### src/rtl/fetch_sequencer.sv
// fetch_sequencer: instruction-fetch controller for the 8-bit computer.
// Owns the PC, fetches one byte per instruction over a req/ack memory
// handshake, hands it to the decoder over valid/ready, and applies the
// decoder's jump/call/ret/halt redirects with a small return-address stack.
module fetch_sequencer #(
    parameter int unsigned       ADDR_W      = 8,
    parameter int unsigned       DATA_W      = 8,
    parameter int unsigned       STACK_DEPTH = 4,
    parameter logic [ADDR_W-1:0] RESET_VEC   = '0
) (
    input  logic              clk,
    input  logic              reset_n,
    input  logic              run,
    output logic              mem_req,
    output logic [ADDR_W-1:0] mem_addr,
    input  logic              mem_ack,
    input  logic [DATA_W-1:0] mem_rdata,
    output logic              instr_valid,
    output logic [DATA_W-1:0] instr,
    input  logic              instr_ready,
    input  logic              jump,
    input  logic              call,
    input  logic              ret,
    input  logic              halt,
    input  logic [ADDR_W-1:0] tgt_addr,
    output logic [ADDR_W-1:0] pc,
    output logic              stack_err,
    output logic              busy
);

    localparam int unsigned      PTR_W    = $clog2(STACK_DEPTH);
    localparam int unsigned      CNT_W    = PTR_W + 1;
    localparam logic [CNT_W-1:0] CNT_FULL = CNT_W'(STACK_DEPTH);

    typedef enum logic [1:0] {
        IDLE,
        FETCH,
        HOLD
    } state_t;

    state_t state;
    state_t state_next;

    logic [ADDR_W-1:0] stack_mem [STACK_DEPTH];
    logic [CNT_W-1:0]  count;

    logic              accept;
    logic              stack_empty;
    logic              stack_full;
    logic              do_push;
    logic [ADDR_W-1:0] pc_inc;
    logic [ADDR_W-1:0] stack_top;
    logic [PTR_W-1:0]  push_idx;
    logic [PTR_W-1:0]  top_idx;

    assign accept      = (state == HOLD) && instr_ready;
    assign stack_empty = (count == '0);
    assign stack_full  = (count == CNT_FULL);
    assign pc_inc      = pc + ADDR_W'(1);
    // Low pointer bits wrap naturally: a full stack (count == DEPTH) maps
    // its top to index DEPTH-1 after the decrement.
    assign push_idx    = count[PTR_W-1:0];
    assign top_idx     = count[PTR_W-1:0] - PTR_W'(1);
    assign stack_top   = stack_mem[top_idx];
    assign do_push     = accept && !ret && call && !stack_full;

    // State register; reset aborts any fetch in progress.
    always_ff @(posedge clk or negedge reset_n) begin
        if (!reset_n) begin
            state <= IDLE;
        end else begin
            state <= state_next;
        end
    end

    // Next-state: run leaves IDLE, ack completes a fetch, accept ends a hold.
    always_comb begin
        state_next = state;
        case (state)
            IDLE:    if (run) state_next = FETCH;
            FETCH:   if (mem_ack) state_next = HOLD;
            HOLD:    if (accept) state_next = halt ? IDLE : FETCH;
            default: state_next = IDLE;
        endcase
    end

    // Outputs decoded purely from registered state.
    always_comb begin
        mem_req     = (state == FETCH);
        instr_valid = (state == HOLD);
        busy        = (state != IDLE);
    end

    assign mem_addr = pc;

    // Instruction capture, PC update and stack bookkeeping (ret > call > jump).
    always_ff @(posedge clk or negedge reset_n) begin
        if (!reset_n) begin
            pc        <= RESET_VEC;
            instr     <= '0;
            count     <= '0;
            stack_err <= 1'b0;
        end else begin
            if ((state == FETCH) && mem_ack) begin
                instr <= mem_rdata;
            end
            if (accept) begin
                if (ret) begin
                    if (!stack_empty) begin
                        pc    <= stack_top;
                        count <= count - CNT_W'(1);
                    end else begin
                        stack_err <= 1'b1;
                        pc        <= pc_inc;
                    end
                end else if (call) begin
                    pc <= tgt_addr;
                    if (!stack_full) begin
                        count <= count + CNT_W'(1);
                    end else begin
                        stack_err <= 1'b1;
                    end
                end else if (jump) begin
                    pc <= tgt_addr;
                end else begin
                    pc <= pc_inc;
                end
            end
        end
    end

    // Return-address storage; contents are meaningless above count.
    always_ff @(posedge clk) begin
        if (do_push) begin
            stack_mem[push_idx] <= pc_inc;
        end
    end

endmodule

### config.mk
export PLATFORM = sky130hd
export DESIGN_NAME = fetch_sequencer
export DESIGN_NICKNAME = d
export VERILOG_FILES = /design/src/rtl/fetch_sequencer.sv
export SDC_FILE = /design/constraint.sdc
export NUM_CORES = 1
export LEC_CHECK = 0
export ABC_AREA = 1
export ABC_CLOCK_PERIOD_IN_PS = 3500
export CORE_MARGIN = 10
export CORE_UTILIZATION = 30
export CTS_CLUSTER_SIZE = 28
export DETAILED_ROUTE_END_ITERATION = 7
export PLACE_DENSITY_LB_ADDON = 0.05
export SKIP_LAST_GASP = 1
export SLEW_MARGIN = 20
export SYNTH_ARGS = -nofsm -noshare
export SYNTH_HDL_FRONTEND = slang
export SYNTH_SLANG_ARGS = --single-unit
### constraint.sdc
create_clock -name clk -period 3.5 [get_ports clk]
set_input_delay 0.7 -clock clk [delete_from_list [all_inputs] [get_ports clk]]
set_output_delay 0.7 -clock clk [all_outputs]
set_load 0.01 [all_outputs]
==> impl_metrics.json <==
{
  "ff2ff_setup_slack_ns": 1.01,
  "r2r_cells": 5,
  "end_kind": "flip-flop",
  "crit_start": "count[0]$_DFFE_PN0P_",
  "ios": 53,
  "vias": 2029,
  "tns_ns": 0,
  "fin_hold_ws_ns": 0.4875,
  "finalHoldViolCount": 0,
  "route.detailed.wl_per_inst_um": 16.50,
  "utilization_pct": 38.70,
  "synth_most_common_cell": "nand2_1",
  "routabilityCongestion": 0.8320,
  "cpMostUsedCell": "inv_1",
  "synth_top_cells_by_area": "edfxtp_1 (35%), dfrtp_1 (20%), nand2_1 (10%)",
  "die-height_um": 115.9,
  "p_leak_nw": 1.434,
  "pre_cts_ws_ns": 0.8649,
  "fin_area_mm2": 0.003425,
  "synthCells": 292,
  "fmax_mhz": 401.5,
  "grt_pass1_vias": 2229,
  "post-route-drc-count": 0,
  "peakVddDrop_mv": 0.2988,
  "synth_top_area_share_pct": 34.80,
  "gr-usage-all-layers_pct": 11.63,
  "cts_sinks": 54,
  "syn-cell-area_mm2": 0.002761,
  "worstPathArrival_ns": 2.44,
  "syn_nets": 323,
  "worstHoldPathCells": 1,
  "via_per_inst": 4.519,
  "num_rows": 34,
  "rr_startpoint": "count[0]$_DFFE_PN0P_",
  "yosys_warnings": 0,
  "critPathMaxStageDelay_ns": 0.78,
  "fillers": 910,
  "min_to": "stack_err$_DFFE_PN0P_",
  "async_flop_share_pct": 40.74,
  "fin_worst_skew_ns": 0.008219,
  "rsz0062_at_grt": "no",
  "crit_type": "reg -> reg",
  "hold_path_class": "reg -> reg",
  "cp_slowest_cell": "dfrtp_1",
  "place_area_mm2": 0.003337,
  "synth_seq_cells": 54,
  "r2r_end": "stack_mem[1][1]$_DFFE_PP_",
  "period_needed_ns": 2.491,
  "nNetsFinal": 371,
  "slew-limit-headroom_pct": 54.82,
  "synth_flop_cell": "edfxtp_1",
  "grt_max_degree": 23,
  "dp.cells": 441,
  "multiInputGateArea_mm2": 0.001017,
  "ant_nets": 0,
  "syn_area_per_cell_um2": 9.457,
  "regArea_mm2": 0.001511,
  "dr.first_iter.drc_count": 117,
  "startpoint_type": "flip-flop",
  "seq_area_frac_synth_pct": 54.73,
  "cts.path.max_buffers": 2,
  "post_cts_buffers": 0,
  "crit_family": "flip-flops",
  "core_area_mm2": 0.008848,
  "cts_tree": "done",
  "final_cells": 449,
  "synth_commonest_cells": "nand2_1 (77), edfxtp_1 (32), inv_1 (31)",
  "cap_violations": 0,
  "clk_latency_ns": 0.31,
  "min_from": "stack_err$_DFFE_PN0P_",
  "crit_required_ns": 3.45,
  "powerDensity_mw_per_mm2": 813.4,
  "synth.largest_area_cell": "edfxtp_1",
  "synth-edff-count": 32,
  "finalSetupViolCount": 0,
  "ys_types": 30,
  "crit_fanout": 22,
  "dieArea_mm2": 0.01344,
  "layout-drive-gt1-share_pct": 10.56,
  "cts_max_level": 2,
  "initial_core_util_pct": 31.21,
  "grt-ovfl-total": 0,
  "status": "complete, no violations",
  "grt_pass1_wl_um": 12010,
  "slew_viol_final": 0,
  "dp_hpwl_um": 5624,
  "p_total_mw": 2.786,
  "wl_um": 7408,
  "cts_inserted_buffers": 5,
  "ctsResizeCount": 0,
  "cts.reportedPaths.clkPinSlew_ns": 0.10,
  "hold_buffers": 0,
  "ctsRootBufferMaster": "clkbuf_8",
  "antenna_found_initial": 0,
  "finalCritPeriodShare_pct": 71.17,
  "worstPathCellList": "inv_1 > ha_1 > inv_1 > o2111ai_1 > nor2_1",
  "n_antenna_cell": 0,
  "portBuffers": 52,
  "first_pass_iters": 4,
  "crit_buf_inv": 2,
  "final.setup.worst_slack_ns": 1.009,
  "syn2layout_area_growth_pct": 24.01,
  "die_w_um": 115.9,
  "worstMarginPinSlew_ns": 0.6752
}
-- worst max path at each step --
stage	slack [ns]	cells past startpoint	end
2_1_floorplan	1.57	4	stack_mem[1][0]$_DFFE_PP_
3_5_place_dp	0.86	5	stack_mem[2][1]$_DFFE_PP_
4_1_cts	0.99	5	stack_mem[2][1]$_DFFE_PP_
5_1_grt	0.74	5	stack_mem[2][6]$_DFFE_PP_
6_report	1.01	5	stack_mem[1][1]$_DFFE_PP_
3_3_place_gp	0.85	5	stack_mem[2][0]$_DFFE_PP_
-- logic make-up after synthesis --
group / synth area share [%]
and+or+nand+nor: 22.84
DFF: 54.73
buffers and inverters: 8.428
AOI/OAI and AO/OA: 5.845
muxes: 3.262
xor gates and xnor gates: 1.903
adders and majority gates: 2.991
-- metal layers --
layer / up-vias / global-route usage (%) / share of wire [%]
li1: 1033 / - / -
met1: 932 / 15.49 / 48
met2: 60 / 17.41 / 44
met3: 4 / 3.824 / 6.5
met4: 0 / 3.753 / 1.1
met5: - / 0 / 0
-- worst reg2reg max path, delay by kind of cell, from the launching register on --
kind | cells | cell delay (ns)
DFF | 1 | 0.78
and+or+nand+nor | 1 | 0.61
buffers and inverters | 2 | 0.25
adders and majority gates | 1 | 0.25
AOI/OAI and AO/OA | 1 | 0.25
-- where the power goes --
part           internal, mW  leakage [nW]  switching, mW
Clock                 0.142        0.0374          0.215
Combinational         0.609         0.843          0.782
Sequential            0.873         0.553          0.165
Total                  1.62          1.43           1.16
-- layout make-up --
type | instances | share of cell area [%]
clock inverter | 2 | 0.4384
tap | 108 | 3.946
timing repair buffer | 56 | 16.08
sequential | 54 | 44.14
clock buffer | 6 | 2.119
inverter | 32 | 3.581
multi-input combinational | 191 | 29.70
-- sequential cells by signal (all words and copies together), names as in the netlist --
signal	flops
state	2
stack_err	1
mem_addr	8
instr	8
count	3
stack_mem	32
-- placed cells by master, fill, tap and decap left out, types with 2 or more instances in the layout --
cell type	instances
ha_1	5
nand3_2	2
buf_4	4
nand3_1	29
inv_1	31
o21ai_2	3
dfrtp_1	22
clkbuf_8	5
a21oi_1	11
xor2_1	3
edfxtp_1	32
nor2_4	3
o21ai_0	7
mux2_2	8
clkdlybuf4s50_1	52
nor2_2	2
clkinvlp_4	2
nand2_1	77
nor2_1	25
o21ai_1	2
nand2_2	4
xnor2_1	3
Power figures use the tool's default switching activity.
